$ cat config.mk
export PLATFORM = sky130hd
export DESIGN_NAME = uart_tx_fifo_flat
export DESIGN_NICKNAME = d
export VERILOG_FILES = /design/src/rtl/uart_tx_fifo_if.sv /design/src/rtl/uart_tx_fifo.sv /design/src/flat_wrapper.sv
export SDC_FILE = /design/constraint.sdc
export NUM_CORES = 1
export LEC_CHECK = 0
export CAP_MARGIN = 20
export CORE_MARGIN = 5
export CORE_UTILIZATION = 64
export CTS_CLUSTER_DIAMETER = 60
export DETAILED_ROUTE_END_ITERATION = 6
export PLACE_DENSITY = 0.85
export SYNTH_ARGS = -nofsm -noshare
export SYNTH_HDL_FRONTEND = slang
export SYNTH_SLANG_ARGS = --single-unit
$ cat constraint.sdc
create_clock -name clk -period 6.3 [get_ports clk]
set_input_delay 0.945 -clock clk [delete_from_list [all_inputs] [get_ports clk]]
set_output_delay 0.945 -clock clk [all_outputs]
set_load 0.01 [all_outputs]
$ cat src/rtl/uart_tx_fifo_if.sv
// Write-side handshake and status bundle for the UART transmitter with its byte FIFO.
// The master drives bytes in; the slave (the transmitter) reports FIFO status and the serial line.
interface uart_tx_fifo_if #(
   parameter int CNT_W = 3
);
   logic             wr_en;
   logic [7:0]       wr_data;
   logic             full;
   logic [CNT_W-1:0] fifo_count;
   logic             overflow;
   logic             busy;
   logic             tx;

   modport master (
      output wr_en,
      output wr_data,
      input  full,
      input  fifo_count,
      input  overflow,
      input  busy,
      input  tx
   );

   modport slave (
      input  wr_en,
      input  wr_data,
      output full,
      output fifo_count,
      output overflow,
      output busy,
      output tx
   );
endinterface

$ cat src/rtl/uart_tx_fifo.sv
// 8N1 UART transmitter fed by a small byte FIFO; drives the usb_tx serial line.
// Frames go out back-to-back with no idle gap while the FIFO holds data.
module uart_tx_fifo #(
   parameter int CLKS_PER_BIT = 434,
   parameter int FIFO_DEPTH   = 4,
   parameter int CNT_W        = 3
) (
   input  logic         clk,
   input  logic         reset,
   uart_tx_fifo_if.slave bus
);

   localparam int AW     = (FIFO_DEPTH > 1) ? $clog2(FIFO_DEPTH) : 1;
   localparam int BAUD_W = (CLKS_PER_BIT > 1) ? $clog2(CLKS_PER_BIT) : 1;
   localparam logic [BAUD_W-1:0] BAUD_LAST = BAUD_W'(CLKS_PER_BIT - 1);
   localparam logic [BAUD_W-1:0] BAUD_ZERO = {BAUD_W{1'b0}};
   localparam logic [BAUD_W-1:0] BAUD_ONE  = BAUD_W'(1);
   localparam logic [CNT_W-1:0]  CNT_FULL  = CNT_W'(FIFO_DEPTH);
   localparam logic [CNT_W-1:0]  CNT_ZERO  = {CNT_W{1'b0}};
   localparam logic [CNT_W-1:0]  CNT_ONE   = CNT_W'(1);
   localparam logic [AW-1:0]     PTR_ZERO  = {AW{1'b0}};
   localparam logic [AW-1:0]     PTR_ONE   = AW'(1);

   typedef enum logic [1:0] {
      ST_IDLE  = 2'b00,
      ST_START = 2'b01,
      ST_DATA  = 2'b10,
      ST_STOP  = 2'b11
   } state_e;

   logic [7:0]        mem_r [FIFO_DEPTH];
   logic [AW-1:0]     wr_ptr_r;
   logic [AW-1:0]     rd_ptr_r;
   logic [CNT_W-1:0]  count_r;
   logic [CNT_W-1:0]  count_next_s;
   logic              full_r;
   logic              overflow_r;
   logic              push_s;
   logic              pop_s;
   logic              empty_s;

   state_e            state_r;
   state_e            state_next_s;
   logic [BAUD_W-1:0] baud_r;
   logic [BAUD_W-1:0] baud_next_s;
   logic              wrap_s;
   logic [2:0]        idx_r;
   logic [2:0]        idx_next_s;
   logic [7:0]        shift_r;
   logic [7:0]        shift_next_s;
   logic              tx_r;
   logic              tx_next_s;
   logic              busy_r;
   logic              busy_next_s;

   // A push is only accepted while not full, even if a pop frees a slot on the same edge.
   assign push_s  = bus.wr_en & ~full_r;
   assign empty_s = (count_r == CNT_ZERO);
   assign wrap_s  = (baud_r == BAUD_LAST);

   // Occupancy after this edge's push and pop.
   always_comb begin
      count_next_s = count_r;
      case ({push_s, pop_s})
         2'b10:   count_next_s = count_r + CNT_ONE;
         2'b01:   count_next_s = count_r - CNT_ONE;
         default: count_next_s = count_r;
      endcase
   end

   // FIFO byte storage.
   always_ff @(posedge clk or posedge reset) begin
      if (reset) begin
         for (int i = 0; i < FIFO_DEPTH; i++) begin
            mem_r[i] <= 8'h00;
         end
      end else if (push_s) begin
         mem_r[wr_ptr_r] <= bus.wr_data;
      end
   end

   // FIFO pointers, occupancy, full flag and sticky overflow.
   always_ff @(posedge clk or posedge reset) begin
      if (reset) begin
         wr_ptr_r   <= PTR_ZERO;
         rd_ptr_r   <= PTR_ZERO;
         count_r    <= CNT_ZERO;
         full_r     <= 1'b0;
         overflow_r <= 1'b0;
      end else begin
         if (push_s) begin
            wr_ptr_r <= wr_ptr_r + PTR_ONE;
         end
         if (pop_s) begin
            rd_ptr_r <= rd_ptr_r + PTR_ONE;
         end
         count_r <= count_next_s;
         full_r  <= (count_next_s == CNT_FULL);
         if (bus.wr_en && full_r) begin
            overflow_r <= 1'b1;
         end
      end
   end

   // Serialiser state register: FSM state, baud counter, bit index, shift register.
   always_ff @(posedge clk or posedge reset) begin
      if (reset) begin
         state_r <= ST_IDLE;
         baud_r  <= BAUD_ZERO;
         idx_r   <= 3'd0;
         shift_r <= 8'h00;
      end else begin
         state_r <= state_next_s;
         baud_r  <= baud_next_s;
         idx_r   <= idx_next_s;
         shift_r <= shift_next_s;
      end
   end

   // Next-state logic; bit boundaries happen only when the baud counter wraps.
   always_comb begin
      state_next_s = state_r;
      baud_next_s  = baud_r;
      idx_next_s   = idx_r;
      pop_s        = 1'b0;
      shift_next_s = shift_r;
      case (state_r)
         ST_IDLE: begin
            baud_next_s = BAUD_ZERO;
            idx_next_s  = 3'd0;
            if (!empty_s) begin
               state_next_s = ST_START;
               pop_s        = 1'b1;
            end else begin
               state_next_s = ST_IDLE;
            end
         end
         ST_START: begin
            if (wrap_s) begin
               state_next_s = ST_DATA;
               baud_next_s  = BAUD_ZERO;
               idx_next_s   = 3'd0;
            end else begin
               baud_next_s = baud_r + BAUD_ONE;
            end
         end
         ST_DATA: begin
            if (wrap_s) begin
               baud_next_s = BAUD_ZERO;
               if (idx_r == 3'd7) begin
                  state_next_s = ST_STOP;
                  idx_next_s   = 3'd0;
               end else begin
                  idx_next_s = idx_r + 3'd1;
               end
            end else begin
               baud_next_s = baud_r + BAUD_ONE;
            end
         end
         ST_STOP: begin
            if (wrap_s) begin
               baud_next_s = BAUD_ZERO;
               if (!empty_s) begin
                  state_next_s = ST_START;
                  pop_s        = 1'b1;
               end else begin
                  state_next_s = ST_IDLE;
               end
            end else begin
               baud_next_s = baud_r + BAUD_ONE;
            end
         end
         default: begin
            state_next_s = ST_IDLE;
            baud_next_s  = BAUD_ZERO;
            idx_next_s   = 3'd0;
         end
      endcase
      if (pop_s) begin
         shift_next_s = mem_r[rd_ptr_r];
      end else begin
         shift_next_s = shift_r;
      end
   end

   // Line level and busy for the state being entered, so the registered outputs track it exactly.
   always_comb begin
      tx_next_s   = 1'b1;
      busy_next_s = 1'b0;
      case (state_next_s)
         ST_START: begin
            tx_next_s   = 1'b0;
            busy_next_s = 1'b1;
         end
         ST_DATA: begin
            tx_next_s   = shift_next_s[idx_next_s];
            busy_next_s = 1'b1;
         end
         ST_STOP: begin
            tx_next_s   = 1'b1;
            busy_next_s = 1'b1;
         end
         default: begin
            tx_next_s   = 1'b1;
            busy_next_s = 1'b0;
         end
      endcase
   end

   // Glitch-free registered serial line and busy flag.
   always_ff @(posedge clk or posedge reset) begin
      if (reset) begin
         tx_r   <= 1'b1;
         busy_r <= 1'b0;
      end else begin
         tx_r   <= tx_next_s;
         busy_r <= busy_next_s;
      end
   end

   assign bus.tx         = tx_r;
   assign bus.busy       = busy_r;
   assign bus.full       = full_r;
   assign bus.fifo_count = count_r;
   assign bus.overflow   = overflow_r;

endmodule

$ cat src/flat_wrapper.sv
// flat-port wrapper written by rule: the top's interface ports become plain ports
module uart_tx_fifo_flat 
#(
   parameter int CLKS_PER_BIT = 434,
   parameter int FIFO_DEPTH   = 4,
   parameter int CNT_W        = 3
)
  (clk, reset, bus_wr_en, bus_wr_data, bus_full, bus_fifo_count, bus_overflow, bus_busy, bus_tx);
  uart_tx_fifo_if #(.CNT_W(CNT_W)) bus_i ();
  input  logic clk;
  input  logic reset;
  input wire logic [$bits(bus_i.wr_en)-1:0] bus_wr_en;
  input wire logic [$bits(bus_i.wr_data)-1:0] bus_wr_data;
  output wire logic [$bits(bus_i.full)-1:0] bus_full;
  output wire logic [$bits(bus_i.fifo_count)-1:0] bus_fifo_count;
  output wire logic [$bits(bus_i.overflow)-1:0] bus_overflow;
  output wire logic [$bits(bus_i.busy)-1:0] bus_busy;
  output wire logic [$bits(bus_i.tx)-1:0] bus_tx;
  assign bus_i.wr_en = bus_wr_en;
  assign bus_i.wr_data = bus_wr_data;
  assign bus_full = bus_i.full;
  assign bus_fifo_count = bus_i.fifo_count;
  assign bus_overflow = bus_i.overflow;
  assign bus_busy = bus_i.busy;
  assign bus_tx = bus_i.tx;
  uart_tx_fifo #(.CLKS_PER_BIT(CLKS_PER_BIT), .FIFO_DEPTH(FIFO_DEPTH), .CNT_W(CNT_W)) u_core (.clk(clk), .reset(reset), .bus(bus_i));
endmodule
==> results.txt, run 1 <==
----------------------------------------------------
[Die]
  Area of the placeable core ... 5010 um^2
  Starting utilization of the core area ... 64.8%
  I/O pins ... 18
  Die extent in y ... 81.2 um
  FP Rows ... 26
  Area of the die ... 6600 um^2
  Die boundary width ... 81.2 um

[Routing]
  Via count ... 2067
  DRC ... 0
  Routed wire length ... 5970 um
  DR WL/cell ... 17.0 um
  DR pass1 iterations ... 4
  Initial DRC Count ... 111
  Post-DR vias/cell ... 5.87
  Final antenna-violating net count ... 0

[Timing]
  Max-Slew Margin vs Limit ... 47.6%
  Number of hold violations in the final report ... 0
  Setup violations, final ... 0
  Post-Route Setup TNS ... 0 ns
  Final slew viol count ... 0
  Transition at the pin with the smallest max-transition slack ... 0.787 ns
  RSZ-0062 raised after global routing ... no
  Worst-case clock skew ... 0.00787 ns
  Maximum clock frequency ... 0.330 GHz
  Minimum clock period after layout ... 3.03 ns
  Final worst-path cycle share ... 48.1%

[CTS]
  Post-CTS repair timing setup buffer count ... 0
  Clock tree from TritonCTS ... built
  Cts hold-fix bufs ... 0
  CTS H-tree lvls ... 3
  CTS clock-pin slew for the worst setup and hold paths ... 0.07 ns
  Resized Gates After CTS ... 0
  Worst skew pair latency ... 0.34 ns
  Count of clock tree sinks ... 65
  Number of buffers on the longest clock path ... 2
  Cell at the root of the clock tree ... sky130_fd_sc_hd__clkbuf_8
  Clock buffer count from CTS ... 9

[Placed design]
  Port bufs ... 17
  Global placer's final weighted congestion ... 0.769
  Cell total after placement ... 335
  Half-perimeter wire length after placement ... 4040 um

[Outcome]
  Result of the run ... finished clean

[Synth]
  Warnings from Yosys ... 0
  Leading area contributor after synthesis ... sky130_fd_sc_hd__dfrtp_1
  Register bit count reported by yosys ... 65
  Synth Instances ... 255
  Net count of the mapped netlist ... 281
  Cell types with the largest area share after synthesis ... sky130_fd_sc_hd__dfrtp_1, sky130_fd_sc_hd__mux2_2, sky130_fd_sc_hd__mux4_2
  Average instance area after synthesis ... 12.7 um^2
  Register area share after synthesis ... 50.1%
  Syn Std Cell Area ... 3250 um^2
  Fraction of synthesized cell area taken by the top area cell type ... 49.3%
  Number of distinct library cells after synthesis ... 43

[Layout]
  Syn-to-layout area delta ... 13.3%
  Layout fillers ... 356
  Total Nets Final ... 303
  Sequential cell area ... 1630 um^2
  Leading cell types in the layout, fill and taps excluded ... sky130_fd_sc_hd__dfrtp_1, sky130_fd_sc_hd__mux2_2, sky130_fd_sc_hd__clkdlybuf4s50_1
  Antenna fix cells ... 0
  Post-route non-filler standard cell count ... 352
  Multi-input combinational cell area ... 1540 um^2
  Most frequent standard cell in the layout excluding fill and tap cells ... sky130_fd_sc_hd__dfrtp_1
  Fraction of layout instances using a drive strength above 1 ... 24.8%

[Job]
  Max-capacitance violation count ... 0

[Global routing]
  Number of antenna violations at the first check in global routing ... 0
  Number of global-route vias before repair ... 2138
  First-pass GRT wire length ... 10500 um
  Total Routing Usage GR ... 21.6%
  Largest net degree at the start of global routing ... 66
  Gr ovfl total ... 0

[Min path]
  Class of the tightest hold or removal check ... flop to flop
  Beginning of the worst hold path ... u_core.bus.overflow$_DFFE_PP0P_
  Hold Path End ... u_core.bus.overflow$_DFFE_PP0P_
  Hold path cells ... 1

[Pwr]
  Worst VDD drop ... 0.293 mV
  Power density relative to cell area ... 482 nW/um^2
  Leakage power total ... 1.55 nW

[Setup path]
  Arr. time, crit path ... 3.29 ns
  Number of cell instances on the worst register-to-register path ... 12
  Cell-by-cell trace of the critical path ... inv_1, ha_1, nor2b_1, nand4_2, nand2_1, ha_1, inv_1, fa_1, xor2_1, nor2_1, xor2_1, nor3b_1
  Category of the worst setup path launch point ... flop
  Capturing element type of the critical path ... flop
  Cell with the largest stage delay on the worst path ... sky130_fd_sc_hd__dfrtp_1
  Worst flop-to-flop path startpoint ... u_core.state_r[0]$_DFF_PP0_
  Delay of the slowest cell on the worst path ... 0.44 ns
  Worst-path maximum fanout ... 10
  Worst Path Class, Setup ... flop to flop
  Required time of the critical path ... 6.56 ns
  Worst setup slack for register-to-register paths ... 3.27 ns
  FF-to-FF End ... u_core.bus.full$_DFF_PP0_

----------------------------------------------------
-- power by group --
group	leakage, nW	internal (mW)	switching [mW]
clock network	0.0912	0.181	0.163
logic	0.656	0.392	0.304
registers	0.798	0.597	0.136
-- metrics by stage --
| stage | hold WS (ns) | instance area [um^2] | power, mW | util [%] | worst slack, ns |
|---|---|---|---|---|---|
| after global routing | 0.488 | 3680 | 1.91 | 73.5 | 2.96 |
| after CTS | 0.474 | 3680 | 1.78 | 73.4 | 3.25 |
| after floorplan | 0.474 | 3250 | 1.24 | - | 3.60 |
| after detailed placement | 0.459 | 3480 | 1.42 | 69.5 | 3.20 |
| final | 0.466 | 3680 | 1.77 | 73.5 | 3.27 |
| after global placement | 0.439 | 3480 | 1.39 | 69.5 | 3.27 |
-- how the worst max path moves through the flow --
| stage | startpoint | to | slack, ns |
|---|---|---|---|
| after floorplan | u_core.state_r[0]$_DFF_PP0_ | u_core.bus.full$_DFF_PP0_ | 3.60 |
| after global placement | bus_wr_en | u_core.bus.full$_DFF_PP0_ | 3.27 |
| after detailed placement | bus_wr_en | u_core.bus.full$_DFF_PP0_ | 3.20 |
| after CTS | u_core.state_r[0]$_DFF_PP0_ | u_core.bus.full$_DFF_PP0_ | 3.25 |
| after global routing | u_core.state_r[0]$_DFF_PP0_ | u_core.bus.full$_DFF_PP0_ | 2.96 |
| final | u_core.state_r[0]$_DFF_PP0_ | u_core.bus.full$_DFF_PP0_ | 3.27 |
-- sequential cells by signal, summed over array words and instances, names as in the netlist --
| signal | flops |
|---|---|
| u_core.state_r | 2 |
| u_core.bus.busy | 1 |
| u_core.baud_r | 9 |
| u_core.bus.overflow | 1 |
| u_core.idx_r | 3 |
| u_core.rd_ptr_r | 2 |
| u_core.bus.fifo_count | 3 |
| u_core.shift_r | 8 |
| u_core.bus.full | 1 |
| u_core.bus.tx | 1 |
| u_core.mem_r | 32 |
| u_core.wr_ptr_r | 2 |
-- critical path: cells and delay by family, from the launching register on --
family / cells / cell delay (ns)
fa+ha+maj: 3 / 1.00
buf+inv: 2 / 0.15
simple gates: 5 / 1.00
xor+xnor: 2 / 0.36
flops: 1 / 0.44
-- synthesized netlist by cell type (all sizes together) --
cell / count
a221oi: 1
a2bb2oi: 1
a31oi: 1
and4: 1
or3: 2
nor3: 2
inv: 14
o22a: 1
nand4: 4
nand2: 14
a21boi: 1
a31o: 1
dfrtp: 64
or4b: 1
nor2: 16
nand3b: 3
a21o: 4
buf: 4
xnor2: 8
nand2b: 1
mux2: 33
a22o: 1
nand3: 4
ha: 14
mux4: 8
a32o: 8
a21oi: 3
a41oi: 1
nor3b: 9
nor4b: 1
a211oi: 1
clkbuf: 4
or2: 1
nor2b: 2
mux2i: 4
fa: 1
xor2: 5
o21ai: 9
a311oi: 1
dfstp: 1
-- kinds of logic (layout without fill, tap and decap cells) --
group / count (synthesis) / count (layout) / synth area share (%)
flip-flops: 65 / 65 / 50.1
AND/OR/NAND/NOR: 61 / 61 / 10.8
multiplexers: 45 / 45 / 18.2
AO/OA/AOI/OAI: 34 / 34 / 8.74
buffers and inverters: 22 / 49 / 2.62
adder cells (fa/ha/maj): 15 / 15 / 6.01
XOR/XNOR: 13 / 13 / 3.51
-- cell type report --
type                            instances  area share (%)
Multi-Input combinational cell        168            41.7
Clock buffer                            9            3.37
Clock inverter                          7            1.94
Timing Repair Buffer                   19            4.96
Inverter                               14            1.43
Sequential cell                        65            44.2
Tap cell                               70            2.38
-- metal layers --
| metal | vias up | GRT usage, % | part of all wire (%) |
|---|---|---|---|
| met5 | - | 0 | 0 |
| met3 | 8 | 6.32 | 4.2 |
| li1 | 963 | - | - |
| met1 | 1049 | 27.7 | 44 |
| met2 | 47 | 34.6 | 51 |
| met4 | 0 | 8.78 | 1.5 |
(Power assumes the default switching activity.)
==> inputs of run 2 (changes only) <==
--- a/config.mk
+++ b/config.mk
@@ -7,10 +7,10 @@
 export LEC_CHECK = 0
 export CAP_MARGIN = 20
 export CORE_MARGIN = 5
-export CORE_UTILIZATION = 64
+export CORE_UTILIZATION = 54
 export CTS_CLUSTER_DIAMETER = 60
 export DETAILED_ROUTE_END_ITERATION = 6
-export PLACE_DENSITY = 0.85
+export PLACE_DENSITY = 0.76
 export SYNTH_ARGS = -nofsm -noshare
 export SYNTH_HDL_FRONTEND = slang
 export SYNTH_SLANG_ARGS = --single-unit
==> constraint.sdc (replaced) <==
create_clock -name clk -period 2.6 [get_ports clk]
set_input_delay 0.39 -clock clk [delete_from_list [all_inputs] [get_ports clk]]
set_output_delay 0.39 -clock clk [all_outputs]
set_load 0.01 [all_outputs]
==> run 2 against run 1 <==
  * Die area up 16%
  * Clock skew shrank 0.00088 ns
  * Critical path depth shrank 4
  * Cell area grew 4.3%
  * Combinational power rose to 2.8 times the previous value
  * Fmax increased by 22%
  * Via count increased by 2.3%
  * Hold slack got worse by 0.088 ns
  * First-iteration DRC count up 22%
  * Final cell count grew 5.1%
  * Global-route usage decreased by 3.7 points
  * Critical endpoint is now u_core.bus.busy$_DFF_PP0_
  * Largest cell class unchanged
==> results.txt, run 2 (same netlist as run 1, synthesis figures left out) <==
----------------------------------------------------
[Placed design]
  Port bufs ... 17 (unchanged)
  Global placer's final weighted congestion ... 0.886 (was 0.769)
  Half-perimeter wire length after placement ... 4280 um (was 4040 um)

[Timing]
  Final worst-path cycle share ... 95.4% (was 48.1%)
  Transition at the pin with the smallest max-transition slack ... 0.487 ns (was 0.787 ns)
  Worst-case clock skew ... 0.00699 ns (was 0.00787 ns)
  Maximum clock frequency ... 0.403 GHz (was 0.330 GHz)
  Post-Route Setup TNS ... 0 ns (unchanged)
  Number of hold violations in the final report ... 0 (unchanged)
  Max-Slew Margin vs Limit ... 67.2% (was 47.6%)
  Worst hold margin ... 0.379 ns (was 0.466 ns)
  Setup violations, final ... 0 (unchanged)
  Final slew viol count ... 0 (unchanged)
  RSZ-0062 raised after global routing ... no (unchanged)
  Minimum clock period after layout ... 2.48 ns (was 3.03 ns)

[Die]
  Area of the die ... 7670 um^2 (was 6600 um^2)
  FP Rows ... 28 (was 26)
  I/O pins ... 18 (unchanged)
  Die boundary width ... 87.6 um (was 81.2 um)
  Area of the placeable core ... 5890 um^2 (was 5010 um^2)
  Die extent in y ... 87.6 um (was 81.2 um)
  Starting utilization of the core area ... 55.2% (was 64.8%)

[Layout]
  Most flop-heavy register ... u_core.mem_r (unchanged)
  Number of flip-flops in the largest register ... 32 (unchanged)
  Antenna fix cells ... 0 (unchanged)
  Fraction of layout instances using a drive strength above 1 ... 30.2% (was 24.8%)
  Syn-to-layout area delta ... 18.2% (was 13.3%)
  Total Nets Final ... 316 (was 303)
  Biggest regs ... u_core.mem_r x32, u_core.baud_r x9, u_core.shift_r x8 (unchanged)
  Layout fillers ... 431 (was 356)
  Leading cell types in the layout, fill and taps excluded ... sky130_fd_sc_hd__dfrtp_1, sky130_fd_sc_hd__mux2_2, sky130_fd_sc_hd__clkdlybuf4s50_1 (unchanged)
  Most frequent standard cell in the layout excluding fill and tap cells ... sky130_fd_sc_hd__dfrtp_1 (unchanged)

[Routing]
  DR WL/cell ... 16.5 um (was 17.0 um)
  Final antenna-violating net count ... 0 (unchanged)
  Routed wire length ... 6100 um (was 5970 um)
  DR pass1 iterations ... 4 (unchanged)
  Via count ... 2114 (was 2067)
  Initial DRC Count ... 135 (was 111)
  DRC ... 0 (unchanged)
  Post-DR vias/cell ... 5.71 (was 5.87)

[CTS]
  CTS clock-pin slew for the worst setup and hold paths ... 0.07 ns (about the same)
  CTS H-tree lvls ... 3 (unchanged)
  Cell at the root of the clock tree ... sky130_fd_sc_hd__clkbuf_8 (unchanged)
  Worst skew pair latency ... 0.34 ns (about the same)
  Clock buffer count from CTS ... 9 (unchanged)
  Count of clock tree sinks ... 65 (unchanged)
  Clock tree from TritonCTS ... built (unchanged)
  Number of buffers on the longest clock path ... 2 (unchanged)

[Setup path]
  Cell type with the highest occurrence count on the critical path ... sky130_fd_sc_hd__o21ai_0
  Buffers & Inverters on Critical Path ... 1 (was 2)
  Required time of the critical path ... 2.81 ns (was 6.56 ns)
  Worst Path Class, Setup ... flop to flop (unchanged)
  Cell family with most CP delay ... compound AO/OA/AOI/OAI gates (was adder cells)
  Cell-by-cell trace of the critical path ... inv_1, ha_1, or4b_4, o21ai_0, o21ai_0, a221oi_2, a21oi_1, or2_2 (was inv_1, ha_1, nor2b_1, nand4_2, nand2_1, ha_1, inv_1, fa_1, xor2_1, nor2_1, xor2_1, nor3b_1)
  Category of the worst setup path launch point ... flop (unchanged)
  Delay of the slowest cell on the worst path ... 0.51 ns (was 0.44 ns)
  Cell with the largest stage delay on the worst path ... sky130_fd_sc_hd__or4b_4 (was sky130_fd_sc_hd__dfrtp_1)
  Capturing element type of the critical path ... flop (unchanged)
  Worst-path maximum fanout ... 5 (was 10)
  Arr. time, crit path ... 2.69 ns (was 3.29 ns)

[Global routing]
  Number of global-route vias before repair ... 2157 (was 2138)
  Met2 capacity usage during global routing ... 29.4% (was 34.6%)
  Number of antenna violations at the first check in global routing ... 0 (unchanged)
  First-pass GRT wire length ... 10500 um (about the same)
  M1 GR Usage ... 22.7% (was 27.7%)
  Total Routing Usage GR ... 17.9% (was 21.6%)
  Met3 usage ... 5.64% (was 6.32%)
  Largest net degree at the start of global routing ... 29 (was 66)
  Gr ovfl total ... 0 (unchanged)
  Layer with the highest usage ... met2 (unchanged)

[Min path]
  Class of the tightest hold or removal check ... input port to async pin (was flop to flop)

[Pwr]
  Worst VDD drop ... 0.688 mV (was 0.293 mV)
  Power density relative to cell area ... 1160 nW/um^2 (was 482 nW/um^2)
  Leakage power total ... 1.62 nW (was 1.55 nW)

[Outcome]
  Result of the run ... finished clean (unchanged)

[Job]
  Max-capacitance violation count ... 0 (unchanged)

----------------------------------------------------
-- run 2: timing repair --
action                                  4_1_cts  5_1_grt
resized for setup                             0        6
hold buffers                                  0        0
buffers inserted                              0        3
endpoints found under the setup margin        0        3
-- run 2: metrics by stage --
step	setup WS [ns]	area (um^2)	utilization, %	cells	total power, mW
global placement	0.178	3590	61.0	351	3.50
CTS	0.00606	3790	64.3	367	4.45
detailed placement	0.0741	3590	61.0	351	3.57
floorplan	0.0149	3270	-	255	3.04
global route	0.00486	3840	65.2	370	4.78
finish	0.119	3840	65.2	370	4.46
-- run 2: layout make-up --
cell class                      count  area (um^2)  area share, %
Timing Repair Buffer               32          283           7.37
Multi-Input combinational cell    168         1580           41.3
Clock buffer                       12          145           3.78
Clock inverter                      4         51.3           1.34
Sequential cell                    65         1630           42.4
Tap cell                           75         93.8           2.44
Inverter                           14         52.6           1.37
-- run 2: per-layer routing --
layer | vias to the layer above | part of all wire, % | routed length (um)
met2 | 28 | 51 | 3130
li1 | 988 | - | -
met1 | 1091 | 44 | 2700
met4 | 0 | 1.1 | 67
met5 | - | 0 | 0
met3 | 7 | 3.3 | 202
-- run 2: final timing paths --
kind | start | endpoint | slack (ns) | cells past startpoint
min reg2reg | u_core.bus.overflow$_DFFE_PP0P_ | u_core.bus.overflow$_DFFE_PP0P_ | 0.46 | 1
max in group asynchronous | reset | u_core.rd_ptr_r[1]$_DFFE_PP0N_ | 1.50 | 3
max | u_core.baud_r[1]$_DFF_PP0_ | u_core.bus.busy$_DFF_PP0_ | 0.12 | 8
min | reset | u_core.mem_r[24]$_DFFE_PP0P_ | 0.38 | 2
max reg2reg | u_core.baud_r[1]$_DFF_PP0_ | u_core.bus.busy$_DFF_PP0_ | 0.12 | 8
min in group clk | u_core.bus.overflow$_DFFE_PP0P_ | u_core.bus.overflow$_DFFE_PP0P_ | 0.46 | 1
-- run 2: report_power, final --
part | total (mW) | internal, mW | switching [mW]
Combinational | 1.92 | 1.08 | 0.839
Sequential | 1.69 | 1.45 | 0.246
Clock | 0.849 | 0.471 | 0.378
==> inputs of run 3 (changes only) <==
--- a/config.mk
+++ b/config.mk
@@ -5,12 +5,12 @@
 export SDC_FILE = /design/constraint.sdc
 export NUM_CORES = 1
 export LEC_CHECK = 0
-export CAP_MARGIN = 20
 export CORE_MARGIN = 5
 export CORE_UTILIZATION = 54
 export CTS_CLUSTER_DIAMETER = 60
 export DETAILED_ROUTE_END_ITERATION = 6
-export PLACE_DENSITY = 0.76
+export PLACE_DENSITY = 0.79
+export SLEW_MARGIN = 25
 export SYNTH_ARGS = -nofsm -noshare
 export SYNTH_HDL_FRONTEND = slang
 export SYNTH_SLANG_ARGS = --single-unit
==> run 3 against run 2 <==
  * Die area unchanged
  * Count of clock-buffer cells in the layout fell by 1
  * Global-route usage is 0.13 points higher
  * Hold slack better by 0.055 ns
  * Cell area up 1.4%
  * Clock power increased by 33%
  * Highest routed layer unchanged
==> results.txt, run 3 (same netlist as run 1, synthesis figures left out) <==
----------------------------------------------------
[CTS]
  CTS clock-pin slew for the worst setup and hold paths ... 0.08 ns (was 0.07 ns)
  Cell at the root of the clock tree ... sky130_fd_sc_hd__clkbuf_8 (unchanged)
  Worst skew pair latency ... 0.34 ns (about the same)
  CTS H-tree lvls ... 3 (unchanged)
  Count of clock tree sinks ... 65 (unchanged)
  Number of buffers on the longest clock path ... 2 (unchanged)
  Clock tree from TritonCTS ... built (unchanged)
  Clock buffer count from CTS ... 9 (unchanged)

[Pwr]
  Worst VDD drop ... 0.695 mV (was 0.688 mV)
  Relative contribution of combinational cells to total power ... 39.9% (was 43.0%)
  Switching part of the total power ... 31.1% (was 32.8%)
  Clock share of power ... 23.8% (was 19.0%)
  Power density relative to cell area ... 1210 nW/um^2 (was 1160 nW/um^2)
  Leakage power total ... 1.64 nW (was 1.62 nW)
  Switching power of the nets ... 1.47 mW (was 1.46 mW)
  Pint ... 3.26 mW (was 3.00 mW)
  Sequential power share ... 36.3% (was 38.0%)

[Layout]
  Syn-to-layout area delta ... 19.8% (was 18.2%)
  Layout fillers ... 424 (was 431)
  Summed area of non-filler cells in the final layout ... 3890 um^2 (was 3840 um^2)
  Most flop-heavy register ... u_core.mem_r (unchanged)
  Sequential cell area ... 1630 um^2 (unchanged)
  Multi-input combinational cell area ... 1570 um^2 (was 1580 um^2)
  Biggest regs ... u_core.mem_r x32, u_core.baud_r x9, u_core.shift_r x8 (unchanged)
  Antenna fix cells ... 0 (unchanged)
  Leading cell types in the layout, fill and taps excluded ... sky130_fd_sc_hd__dfrtp_1, sky130_fd_sc_hd__mux2_2, sky130_fd_sc_hd__clkdlybuf4s50_1 (unchanged)
  Total Nets Final ... 315 (was 316)
  Most frequent standard cell in the layout excluding fill and tap cells ... sky130_fd_sc_hd__dfrtp_1 (unchanged)
  Number of flip-flops in the largest register ... 32 (unchanged)
  Fraction of layout instances using a drive strength above 1 ... 29.3% (was 30.2%)

[Job]
  Max-capacitance violation count ... 0 (unchanged)

[Timing]
  Final slew viol count ... 0 (unchanged)
  Worst-case clock skew ... 0.0100 ns (was 0.00699 ns)
  Setup violations, final ... 0 (unchanged)
  Post-Route Setup TNS ... 0 ns (unchanged)
  Min setup slack post-route ... 0.155 ns (was 0.119 ns)
  Transition at the pin with the smallest max-transition slack ... 0.526 ns (was 0.487 ns)
  Minimum clock period after layout ... 2.45 ns (was 2.48 ns)
  Final worst-path cycle share ... 94.0% (was 95.4%)
  Max-Slew Margin vs Limit ... 64.6% (was 67.2%)
  Number of hold violations in the final report ... 0 (unchanged)
  Maximum clock frequency ... 0.409 GHz (was 0.403 GHz)
  RSZ-0062 raised after global routing ... no (unchanged)

[Outcome]
  Result of the run ... finished clean (unchanged)

[Setup path]
  Worst-path maximum fanout ... 5 (unchanged)
  Arr. time, crit path ... 2.71 ns (was 2.69 ns)
  Number of cell instances on the worst register-to-register path ... 8 (unchanged)
  Required time of the critical path ... 2.87 ns (was 2.81 ns)
  Worst flop-to-flop path startpoint ... u_core.baud_r[1]$_DFF_PP0_ (unchanged)
  Worst setup slack for register-to-register paths ... 0.15 ns (was 0.12 ns)
  FF-to-FF End ... u_core.bus.tx$_DFF_PP1_ (was u_core.bus.busy$_DFF_PP0_)
  Category of the worst setup path launch point ... flop (unchanged)
  Capturing element type of the critical path ... flop (unchanged)
  Worst Path Class, Setup ... flop to flop (unchanged)

[Placed design]
  Global placer's final weighted congestion ... 0.849 (was 0.886)
  Cell area reported after detailed placement ... 3590 um^2 (about the same)
  Half-perimeter wire length after placement ... 4340 um (was 4280 um)
  Worst-case setup slack after placement ... 0.00213 ns (was 0.0741 ns)
  Port bufs ... 17 (unchanged)

[Global routing]
  Gr ovfl total ... 0 (unchanged)
  First-pass GRT wire length ... 10600 um (was 10500 um)
  Number of antenna violations at the first check in global routing ... 0 (unchanged)
  Largest net degree at the start of global routing ... 66 (was 29)
  Total Routing Usage GR ... 18.1% (was 17.9%)
  Number of global-route vias before repair ... 2179 (was 2157)

[Die]
  Die boundary width ... 87.6 um (unchanged)
  Die extent in y ... 87.6 um (unchanged)
  Area of the placeable core ... 5890 um^2 (unchanged)
  Area of the die ... 7670 um^2 (unchanged)
  I/O pins ... 18 (unchanged)
  Starting utilization of the core area ... 55.2% (unchanged)
  FP Rows ... 28 (unchanged)

[Routing]
  DR pass1 iterations ... 4 (unchanged)
  DRC ... 0 (unchanged)
  Final antenna-violating net count ... 0 (unchanged)
  Via count ... 2104 (was 2114)
  Routed wire length ... 6160 um (was 6100 um)
  DR WL/cell ... 16.7 um (was 16.5 um)
  Post-DR vias/cell ... 5.70 (was 5.71)
  Initial DRC Count ... 108 (was 135)

[Min path]
  Class of the tightest hold or removal check ... input port to async pin (unchanged)

----------------------------------------------------
[run 3: routing by layer]
| metal | GRT usage [%] | vias to the layer above | part of all wire [%] |
|---|---|---|---|
| met5 | 0 | - | 0 |
| met4 | 6.42 | 0 | 1.6 |
| met3 | 5.08 | 10 | 2.7 |
| met2 | 28.4 | 32 | 51 |
| met1 | 24.3 | 1072 | 45 |
| li1 | - | 990 | - |
[run 3: power by group through the flow]
stage / registers [mW] / logic [mW] / clock network [mW]
2_1_floorplan: 1.65 / 1.39 / 0
3_3_place_gp: 1.71 / 1.76 / 0
3_5_place_dp: 1.74 / 1.83 / 0
4_1_cts: 1.72 / 1.84 / 1.14
5_1_grt: 1.78 / 2.07 / 1.19
6_report: 1.72 / 1.88 / 1.13
[run 3: area by class of cell]
cell class | instances | area share, %
repair buffers | 31 | 7.39
well taps | 75 | 2.41
clock inverters | 5 | 3.28
inverters | 14 | 1.35
flip-flops and latches | 65 | 41.9
multi-input cells | 168 | 40.3
clock buffers | 11 | 3.38
[run 3: worst max path at each step]
stage / from / end / slack (ns) / depth (start not counted)
floorplan: u_core.state_r[0]$_DFF_PP0_ / u_core.bus.full$_DFF_PP0_ / 0.01 / 13
global placement: u_core.state_r[0]$_DFF_PP0_ / u_core.bus.full$_DFF_PP0_ / 0.18 / 12
detailed placement: u_core.state_r[0]$_DFF_PP0_ / u_core.bus.full$_DFF_PP0_ / 0.002 / 12
CTS: u_core.state_r[0]$_DFF_PP0_ / u_core.bus.full$_DFF_PP0_ / 0.001 / 12
global route: u_core.baud_r[1]$_DFF_PP0_ / u_core.bus.full$_DFF_PP0_ / 0.02 / 12
finish: u_core.baud_r[1]$_DFF_PP0_ / u_core.bus.tx$_DFF_PP1_ / 0.15 / 8
[run 3: per-stage QoR]
step | std cells | util (%) | hold WS [ns] | total power [mW]
3_3_place_gp | 349 | 60.9 | 0.437 | 3.47
4_1_cts | 365 | 65.3 | 0.447 | 4.70
2_1_floorplan | 255 | - | 0.474 | 3.04
5_1_grt | 369 | 66.1 | 0.465 | 5.04
6_report | 369 | 66.1 | 0.433 | 4.73
3_5_place_dp | 349 | 60.9 | 0.445 | 3.56
[run 3: timing repair]
| item | 4_1_cts | 5_1_grt |
|---|---|---|
| hold buffers | 0 | 0 |
| setup endpoints to repair | 0 | 1 |
| setup buffers | 0 | 4 |
| gates resized for setup | 0 | 3 |
[run 3: critical path, cell delays in order, from the launching register on]
cell,delay [ns]
sky130_fd_sc_hd__dfrtp_1,0.39
sky130_fd_sc_hd__inv_1,0.06
sky130_fd_sc_hd__ha_1,0.16
sky130_fd_sc_hd__or4b_4,0.51
sky130_fd_sc_hd__nor3_1,0.26
sky130_fd_sc_hd__mux2i_1,0.43
sky130_fd_sc_hd__a21boi_0,0.25
sky130_fd_sc_hd__a2bb2oi_1,0.12
sky130_fd_sc_hd__a41oi_2,0.20
